## config.mk

```make
export PLATFORM = sky130hd
export DESIGN_NAME = load_store_unit
export DESIGN_NICKNAME = d
export VERILOG_FILES = /design/src/rtl/lsu_pkg.sv /design/src/rtl/lsu_lane_align.sv /design/src/rtl/load_store_unit.sv
export SDC_FILE = /design/constraint.sdc
export NUM_CORES = 1
export LEC_CHECK = 0
export CAP_MARGIN = 10
export CELL_PAD_IN_SITES_DETAIL_PLACEMENT = 1
export CELL_PAD_IN_SITES_GLOBAL_PLACEMENT = 2
export CORE_ASPECT_RATIO = 1.25
export CORE_MARGIN = 5
export CORE_UTILIZATION = 32
export DETAILED_ROUTE_END_ITERATION = 10
export PLACE_DENSITY_LB_ADDON = 0.1
export REMOVE_ABC_BUFFERS = 1
export SLEW_MARGIN = 10
export SYNTH_ARGS = -nofsm -noshare
export SYNTH_HDL_FRONTEND = slang
export SYNTH_HIERARCHICAL = 1
export SYNTH_SLANG_ARGS = --single-unit
export TNS_END_PERCENT = 5
```

## constraint.sdc

```tcl
create_clock -name clk -period 3.1 [get_ports clk]
set_input_delay 0.93 -clock clk [delete_from_list [all_inputs] [get_ports clk]]
set_output_delay 0.93 -clock clk [all_outputs]
set_load 0.02 [all_outputs]
```

## src/rtl/lsu_pkg.sv

```systemverilog
// lsu_pkg
//   Shared types and helpers for the load/store unit.
//   size_e       : access size encoding carried on req_size (2'b11 is illegal)
//   lsu_state_e  : load_store_unit FSM states
//   is_misaligned: true when a size/offset pair cannot be served by one word access
package lsu_pkg;

  typedef enum logic [1:0] {
    SZ_BYTE = 2'b00,
    SZ_HALF = 2'b01,
    SZ_WORD = 2'b10
  } size_e;

  typedef enum logic [2:0] {
    IDLE,
    READ,
    RMW_READ,
    WRITE,
    RESP
  } lsu_state_e;

  // The illegal size encoding is folded into the misaligned case so the FSM
  // has a single error path.
  function automatic logic is_misaligned(input logic [1:0] size,
                                         input logic [1:0] offset);
    case (size)
      SZ_BYTE: is_misaligned = 1'b0;
      SZ_HALF: is_misaligned = offset[0];
      SZ_WORD: is_misaligned = (offset != 2'b00);
      default: is_misaligned = 1'b1;
    endcase
  endfunction

endpackage

```

## src/rtl/lsu_lane_align.sv

```systemverilog
// lsu_lane_align
//   Purely combinational little-endian byte-lane logic for 32-bit words.
//   rd         in  : word read from memory
//   wdata      in  : right-justified store data
//   offset     in  : byte offset within the word (addr[1:0])
//   size       in  : access size (size_e encoding)
//   is_signed  in  : sign-extend loads when 1, zero-extend when 0
//   load_data  out : selected lane(s) of rd, extended to 32 bits
//   merge_data out : rd with the target lane(s) replaced by store data
module lsu_lane_align
  import lsu_pkg::*;
(
  input  logic [31:0] rd,
  input  logic [31:0] wdata,
  input  logic [1:0]  offset,
  input  logic [1:0]  size,
  input  logic        is_signed,
  output logic [31:0] load_data,
  output logic [31:0] merge_data
);

  logic [7:0]  byte_sel;
  logic [15:0] half_sel;

  assign byte_sel = rd[8*offset +: 8];
  assign half_sel = offset[1] ? rd[31:16] : rd[15:0];

  always_comb begin
    load_data = '0;
    case (size)
      SZ_BYTE: load_data = {{24{is_signed & byte_sel[7]}}, byte_sel};
      SZ_HALF: load_data = {{16{is_signed & half_sel[15]}}, half_sel};
      SZ_WORD: load_data = rd;
      default: load_data = '0;
    endcase
  end

  // Each lane decides independently whether it keeps the memory byte or takes
  // store data. A half store feeds wdata[7:0] to its low lane and wdata[15:8]
  // to its high lane, hence the gi%2 lane index.
  genvar gi;
  generate
    for (gi = 0; gi < 4; gi++) begin : g_lane
      localparam logic [1:0] LANE = 2'(gi);
      logic       hit;
      logic [7:0] src;

      assign hit = (size == SZ_WORD) ||
                   ((size == SZ_BYTE) && (offset == LANE)) ||
                   ((size == SZ_HALF) && (offset[1] == LANE[1]));

      assign src = (size == SZ_BYTE) ? wdata[7:0] :
                   (size == SZ_HALF) ? wdata[8*(gi%2) +: 8] :
                                       wdata[8*gi +: 8];

      assign merge_data[8*gi +: 8] = hit ? src : rd[8*gi +: 8];
    end
  endgenerate

endmodule

```

## src/rtl/load_store_unit.sv

```systemverilog
// load_store_unit
//   Initiator side of the word-wide data-memory port. Takes one load/store at
//   a time, performs sub-word stores as read-modify-write, extends sub-word
//   loads, and rejects misaligned/illegal requests without touching memory.
//   clk, rst_n              : clock, asynchronous active-low reset
//   req_valid/req_ready     : request handshake (ready only in IDLE)
//   req_we, req_size,
//   req_signed, req_addr,
//   req_wdata               : request fields (byte address, right-justified data)
//   resp_valid              : one-cycle completion pulse
//   resp_rdata, resp_err    : load data (0 for stores/errors), error flag
//   MemRead, MemWrite       : memory enables (never both high)
//   Address, WD, RD         : word index, write data, combinational read data
module load_store_unit
  import lsu_pkg::*;
#(
  parameter int WIDTH = 32,
  parameter int DEPTH = 5
) (
  input  logic               clk,
  input  logic               rst_n,
  input  logic               req_valid,
  output logic               req_ready,
  input  logic               req_we,
  input  logic [1:0]         req_size,
  input  logic               req_signed,
  input  logic [DEPTH+1:0]   req_addr,
  input  logic [WIDTH-1:0]   req_wdata,
  output logic               resp_valid,
  output logic [WIDTH-1:0]   resp_rdata,
  output logic               resp_err,
  output logic               MemRead,
  output logic               MemWrite,
  output logic [DEPTH-1:0]   Address,
  output logic [WIDTH-1:0]   WD,
  input  logic [WIDTH-1:0]   RD
);

  lsu_state_e         state_reg;
  logic [1:0]         size_reg;
  logic               signed_reg;
  logic [DEPTH+1:0]   addr_reg;
  logic [WIDTH-1:0]   wdata_reg;
  logic [WIDTH-1:0]   merge_reg;
  logic               req_ready_reg;
  logic               resp_valid_reg;
  logic [WIDTH-1:0]   resp_rdata_reg;
  logic               resp_err_reg;
  logic               mem_read_reg;
  logic               mem_write_reg;

  logic [WIDTH-1:0]   load_data;
  logic [WIDTH-1:0]   merge_data;

  lsu_lane_align u_lane_align (
    .rd         (RD),
    .wdata      (wdata_reg),
    .offset     (addr_reg[1:0]),
    .size       (size_reg),
    .is_signed  (signed_reg),
    .load_data  (load_data),
    .merge_data (merge_data)
  );

  assign req_ready  = req_ready_reg;
  assign resp_valid = resp_valid_reg;
  assign resp_rdata = resp_rdata_reg;
  assign resp_err   = resp_err_reg;
  assign MemRead    = mem_read_reg;
  assign MemWrite   = mem_write_reg;
  assign Address    = addr_reg[DEPTH+1:2];
  // merge_reg is only non-zero while in WRITE, so WD idles at 0.
  assign WD         = merge_reg;

  always_ff @(posedge clk or negedge rst_n) begin
    if (!rst_n) begin
      state_reg      <= IDLE;
      size_reg       <= '0;
      signed_reg     <= 1'b0;
      addr_reg       <= '0;
      wdata_reg      <= '0;
      merge_reg      <= '0;
      req_ready_reg  <= 1'b1;
      resp_valid_reg <= 1'b0;
      resp_rdata_reg <= '0;
      resp_err_reg   <= 1'b0;
      mem_read_reg   <= 1'b0;
      mem_write_reg  <= 1'b0;
    end else begin
      case (state_reg)
        IDLE: begin
          if (req_valid && req_ready_reg) begin
            size_reg      <= req_size;
            signed_reg    <= req_signed;
            addr_reg      <= req_addr;
            wdata_reg     <= req_wdata;
            req_ready_reg <= 1'b0;
            if (is_misaligned(req_size, req_addr[1:0])) begin
              state_reg      <= RESP;
              resp_valid_reg <= 1'b1;
              resp_err_reg   <= 1'b1;
              resp_rdata_reg <= '0;
            end else if (!req_we) begin
              state_reg    <= READ;
              mem_read_reg <= 1'b1;
            end else if (req_size == SZ_WORD) begin
              state_reg     <= WRITE;
              mem_write_reg <= 1'b1;
              merge_reg     <= req_wdata;
            end else begin
              state_reg    <= RMW_READ;
              mem_read_reg <= 1'b1;
            end
          end
        end
        READ: begin
          state_reg      <= RESP;
          mem_read_reg   <= 1'b0;
          resp_valid_reg <= 1'b1;
          resp_err_reg   <= 1'b0;
          resp_rdata_reg <= load_data;
        end
        RMW_READ: begin
          state_reg     <= WRITE;
          mem_read_reg  <= 1'b0;
          mem_write_reg <= 1'b1;
          merge_reg     <= merge_data;
        end
        WRITE: begin
          state_reg      <= RESP;
          mem_write_reg  <= 1'b0;
          merge_reg      <= '0;
          resp_valid_reg <= 1'b1;
          resp_err_reg   <= 1'b0;
          resp_rdata_reg <= '0;
        end
        RESP: begin
          state_reg      <= IDLE;
          resp_valid_reg <= 1'b0;
          resp_err_reg   <= 1'b0;
          resp_rdata_reg <= '0;
          req_ready_reg  <= 1'b1;
        end
        default: begin
          state_reg      <= IDLE;
          mem_read_reg   <= 1'b0;
          mem_write_reg  <= 1'b0;
          merge_reg      <= '0;
          resp_valid_reg <= 1'b0;
          req_ready_reg  <= 1'b1;
        end
      endcase
    end
  end

endmodule

```

==> impl_metrics.csv, run 1 <==
group,metric,value,unit
detailed_routing,viasPerCell,5.54,
detailed_routing,vias,5527,
worst_hold_path,min_path_type,"register to register",
setup_path,crit_path_end_kind,"register",
floorplanning,start_util,32.2,%
placed_design,place_ws,-0.0177,ns
placed_design,gp_congestion,0.783,
floorplanning,io_pins,152,
setup_path,cp_max_fo,16,
detailed_routing,first_iter_violations,342,
grt,antenna_found_initial,0,
final_layout,area_growth_syn_to_layout,36.6,%
synthesis,synth_seq_area_share,44.4,%
power_and_ir_drop,ir_worst_vdd,0.609,mV
timing,relSlewSlack,21.5,%
power_and_ir_drop,p_leak,3.88,nW
placed_design,hpwl,15700,um
floorplanning,fp.dieH,168,um
placed_design,place_inst,966,
clock_tree,cts_max_path_buffers,2,
synthesis,ys.flop_type,"dfrtp_1",
synthesis,syn_inst,582,
final_layout,final_cell_area,8770,um^2
power_and_ir_drop,powerDensity,1090,nW/um^2
final_layout,fin_nets,793,
timing,max_freq,366,MHz
grt,grt_pass1_wl,35700,um
final_layout,drive_gt1_share,20.6,%
clock_tree,insertion_delay,0.42,ns
detailed_routing,wirelength,22900,um
timing,rsz0062_at_grt,"false",
synthesis,yosys_warnings,6,
clock_tree,path_clk_slew,0.06,ns
grt,grt_pass1_vias,5935,
setup_path,crit_type,"input pin to register",
timing,setup_viol,0,
detailed_routing,drt_first_pass_iters,5,
outcome,status,"completed",
placed_design,placed_area,8180,um^2
final_layout,n_antenna_cell,0,
timing,holdWs,0.503,ns
power_and_ir_drop,power,9.58,mW
synthesis,async_flop_share,100,%
timing,clock_skew,0.0130,ns
clock_tree,cts.htree.levels,4,
clock_tree,post_cts_buffers,0,
floorplanning,core_area,20000,um^2
timing,final.min_clock_period,2.73,ns
timing,maxSlewViolCount,0,
final_layout,final_cells,998,
clock_tree,cts_tree,"yes",
timing,finalHoldViolCount,0,
clock_tree,post_cts_resize_count,0,
placed_design,portBuffers,151,
synthesis,synth.avg_cell_area,11.0,um^2
synthesis,synth_common_cells,"113 x dfrtp_1, 46 x mux2_2, 44 x nand2_1, 39 x a221o_1",
setup_path,cp.arrival,3.09,ns
synthesis,synth_top_area_share,44.0,%
timing,worst_slack,0.366,ns
detailed_routing,ant_nets,0,
grt,track_usage,20.1,%
floorplanning,rows,58,
synthesis,ys_seq_elements,114,
clock_tree,cts.sinks,114,
timing,worstMarginPinSlew,1.17,ns
synthesis,post_synth_num_cell_types,53,
synthesis,yosysMostFrequentCell,"dfrtp_1",
clock_tree,root_buffer,"clkbuf_16",
clock_tree,ctsHoldBuffers,0,
clock_tree,numCtsBuffers,17,
synthesis,mappedNetlistArea,6420,um^2
synthesis,synth.area.top_cells,"dfrtp_1 44%, mux2_2 8.1%, a221o_1 6.1%",
setup_path,cp-start-kind,"input pin",
floorplanning,fp.dieW,137,um
floorplanning,die-area,23000,um^2
grt,grt.overflow.total,0,
synthesis,synth_enable_flop_cells,0,
detailed_routing,drc,0,
timing,fin_crit_sh,88.2,%
job,maxCapViolations,0,
detailed_routing,avgRoutedWirePerCell,22.9,um
synthesis,yosysTopAreaCell,"dfrtp_1",
setup_path,critPathRequiredTime,3.45,ns
grt,grt_max_degree,115,
==> cell usage in the layout, fill, tap and decap left out, types with 5 or more instances in the layout <==
| master | n |
|---|---|
| a21oi_1 | 21 |
| o311ai_0 | 32 |
| nor2_1 | 27 |
| dfrtp_1 | 113 |
| and3_1 | 5 |
| a22oi_1 | 32 |
| mux2_2 | 46 |
| mux2_1 | 22 |
| o21ai_1 | 8 |
| a221o_1 | 39 |
| clkinv_2 | 6 |
| o21ai_0 | 5 |
| mux2i_1 | 26 |
| a21boi_1 | 7 |
| and3_2 | 27 |
| buf_4 | 22 |
| clkdlybuf4s50_1 | 150 |
| o22ai_1 | 7 |
| nand2_1 | 44 |
| a211o_1 | 17 |
| clkbuf_16 | 17 |
==> cells by family after synthesis <==
family | Yosys count | synth area share [%]
buffers and inverters | 65 | 5.83
flip-flops | 114 | 44.4
multiplexers | 95 | 16.3
AND/OR/NAND/NOR | 125 | 10.7
AO/OA/AOI/OAI | 183 | 22.8
==> power by group <==
part	internal, mW	switching, mW
Combinational	2.31	2.56
Clock	1.30	0.714
Sequential	2.12	0.580
Total	5.72	3.86
==> area by class of cell <==
cell class                      count  area [um^2]
Multi-Input combinational cell    403         3230
Timing Repair Buffer              176         1750
Clock inverter                     11          135
Clock buffer                       21          460
Tap cell                          270          338
Inverter                            3         11.3
Fill cell                        2135        11200
Sequential cell                   114         2850
==> worst paths after layout <==
check                                 end         from  cells after the start  slack, ns
min in group asynchronous           WD[6]        rst_n                      2       0.58
max reg2reg                resp_rdata[22]  size_reg[0]                      6       0.51
max in group asynchronous          WD[17]        rst_n                      2       1.98
max                        resp_rdata[22]       RD[15]                      6       0.37
min                           addr_reg[2]  addr_reg[2]                      1       0.50
min reg2reg                   addr_reg[2]  addr_reg[2]                      1       0.50
==> per-stage QoR <==
stage / util, % / setup TNS (ns)
3_3_place_gp: 41.0 / 0
3_5_place_dp: 41.0 / -0.0273
6_report: 44.0 / 0
5_1_grt: 44.0 / 0
4_1_cts: 44.0 / 0
2_1_floorplan: - / -49.00
==> routing by layer <==
layer  wire (um)  GRT usage, %
met2       11000          31.8
met1       10600          28.1
met5           0             0
met3        1080          3.83
met4         252          5.04
==> critical path, stage by stage <==
cell	delay, ns
clkdlybuf4s50_1	0.61
mux2i_1	0.15
nor3b_2	0.97
a211o_1	0.20
a22oi_1	0.08
nand2_1	0.13
Power figures use the tool's default switching activity.
==> run 2: changes to the inputs <==
--- a/config.mk
+++ b/config.mk
@@ -10,7 +10,7 @@
 export CELL_PAD_IN_SITES_GLOBAL_PLACEMENT = 2
 export CORE_ASPECT_RATIO = 1.25
 export CORE_MARGIN = 5
-export CORE_UTILIZATION = 32
+export CORE_UTILIZATION = 29
 export DETAILED_ROUTE_END_ITERATION = 10
 export PLACE_DENSITY_LB_ADDON = 0.1
 export REMOVE_ABC_BUFFERS = 1
==> constraint.sdc (replaced) <==
create_clock -name clk -period 2.25 [get_ports clk]
set_input_delay 0.675 -clock clk [delete_from_list [all_inputs] [get_ports clk]]
set_output_delay 0.675 -clock clk [all_outputs]
set_load 0.02 [all_outputs]
==> impl_metrics.csv, run 2 (synthesis results as in run 1) <==
group,metric,value,unit
timing,final.min_clock_period,2.19,ns
setup_path,path_buf_inv,1,
floorplanning,start_util,29.1,%
clock_tree,ctsHoldBuffers,0,
final_layout,area_growth_syn_to_layout,42.0,%
grt,antenna_found_initial,0,
floorplanning,io_pins,152,
timing,maxSlewViolCount,0,
power_and_ir_drop,p_leak,4.09,nW
detailed_routing,drc,0,
setup_path,crit_type,"input pin to register",
detailed_routing,wirelength,24300,um
grt,grt_pass1_wl,38000,um
floorplanning,die-area,25200,um^2
grt,grt_max_degree,45,
clock_tree,cts.htree.levels,4,
setup_path,critPathRequiredTime,2.54,ns
clock_tree,path_clk_slew,0.06,ns
detailed_routing,drt_first_pass_iters,4,
clock_tree,root_buffer,"clkbuf_16",
setup_path,cp.arrival,2.47,ns
final_layout,final_cell_area,9120,um^2
worst_hold_path,min_path_type,"input pin to async pin",
clock_tree,insertion_delay,0.42,ns
clock_tree,cts_tree,"yes",
placed_design,placed_area,8460,um^2
detailed_routing,viasPerCell,5.44,
final_layout,layout_common_cells,"146 x clkdlybuf4s50_1, 112 x dfrtp_1, 51 x buf_4",
final_layout,ff_latch_area,2860,um^2
floorplanning,rows,61,
timing,worst_slack,0.0647,ns
placed_design,place_ws,-0.600,ns
floorplanning,fp.dieH,176,um
setup_path,r2r_end,"WD[18]",
final_layout,fin_nets,825,
setup_path,critical_path.slowest_cell,"mux4_2",
final_layout,multi_input_comb_area,3240,um^2
setup_path,path_cells,"clkdlybuf4s50_1 > mux4_2 > nand3b_4 > nor2_4 > a211o_1 > a22oi_1 > nand2_1",
setup_path,crit_path_end_kind,"register",
detailed_routing,first_iter_violations,268,
placed_design,portBuffers,151,
final_layout,drive_gt1_share,24.3,%
clock_tree,cts.sinks,114,
setup_path,cp-start-kind,"input pin",
detailed_routing,vias,5672,
timing,max_freq,458,MHz
power_and_ir_drop,powerDensity,1490,nW/um^2
placed_design,gp_congestion,0.822,
timing,finalHoldViolCount,0,
timing,fin_setup_tns,0,ns
timing,worstMarginPinSlew,0.851,ns
grt,grt_pass1_vias,6253,
setup_path,crit_path_max_incr_delay,0.52,ns
clock_tree,numCtsBuffers,17,
final_layout,final_common_cell,"clkdlybuf4s50_1",
setup_path,r2r_setup_slack,0.08,ns
timing,fin_crit_sh,97.1,%
job,maxCapViolations,0,
setup_path,worst_path_dominant_cell_family,"multiplexers",
timing,relSlewSlack,43.1,%
outcome,status,"completed",
floorplanning,core_area,22100,um^2
detailed_routing,ant_nets,0,
floorplanning,fp.dieW,143,um
timing,setup_viol,0,
power_and_ir_drop,ir_worst_vdd,1.05,mV
clock_tree,cts_max_path_buffers,2,
detailed_routing,avgRoutedWirePerCell,23.3,um
clock_tree,post_cts_buffers,0,
timing,clock_skew,0.00885,ns
placed_design,hpwl,17000,um
final_layout,nFillCells,2373,
timing,rsz0062_at_grt,"true",
grt,grt.overflow.total,0,
setup_path,reg2reg_depth,6,
grt,track_usage,19.5,%
setup_path,r2r_start,"size_reg[1]",
final_layout,n_antenna_cell,0,
setup_path,cp_max_fo,17,
-- run 2: cell count changes in the layout (fill, tap and decap cells not counted), moves of 2 or more --
cell	before	now
buf_12	4	6
buf_4	22	51
clkbuf_1	2	0
clkdlybuf4s50_1	150	146
clkinv_2	6	3
clkinv_4	0	3
dlygate4sd2_1	0	2
dlymetal6s2s_1	0	2
-- run 2: per-layer routing --
| metal | share of wire, % | track usage, % |
|---|---|---|
| met1 | 45 | 26.2 |
| met2 | 49 | 31.8 |
| met3 | 5.0 | 4.01 |
| met4 | 1.6 | 5.11 |
| met5 | 0 | 0 |
-- run 2: how the worst max path moves through the flow --
stage	to	slack, ns	from	cells after the start
after floorplan	addr_reg[0]	-1.99	state_reg[2]	3
after global placement	resp_rdata[20]	-0.55	RD[31]	6
after detailed placement	resp_rdata[24]	-0.60	RD[31]	6
after CTS	WD[18]	0.004	size_reg[1]	6
after global routing	resp_rdata[19]	-0.003	RD[23]	7
final	resp_rdata[24]	0.06	RD[23]	7
-- run 2: area by class of cell --
type                            instances  share of cell area [%]
Inverter                                3                   0.123
Clock inverter                         13                    2.02
Timing Repair Buffer                  208                    22.1
Tap cell                              283                    3.88
Multi-Input combinational cell        403                    35.6
Sequential cell                       114                    31.3
Clock buffer                           19                    4.97
-- run 2: worst register-to-register path, cell delays in order (launching register included) --
cell and delay [ns]:
dfrtp_2 0.44, buf_6 0.22, buf_4 0.26, mux2_1 0.35
mux2_1 0.31, and3_2 0.21, a221o_1 0.27
-- run 2: metrics by stage --
step                      total power [mW]  hold slack (ns)  utilization, %  cells
after detailed placement              10.7            0.491            38.4   1011
after global placement                10.5            0.483            38.4   1011
after floorplan                       7.62            0.379               -    520
after global routing                  14.4            0.211            41.3   1043
final                                 13.6            0.201            41.3   1043
after CTS                             13.7            0.195            41.3   1043
-- run 2: where the power goes --
part	leakage (nW)	switching [mW]	internal, mW
Sequential	1.45	0.687	2.92
Clock	0.305	1.03	1.91
Combinational	2.34	3.74	3.28
-- run 2: timing repair --
item                       in CTS  in global routing
setup endpoints to repair      26                 17
gates resized for setup         4                  3
pin swaps                       0                  0
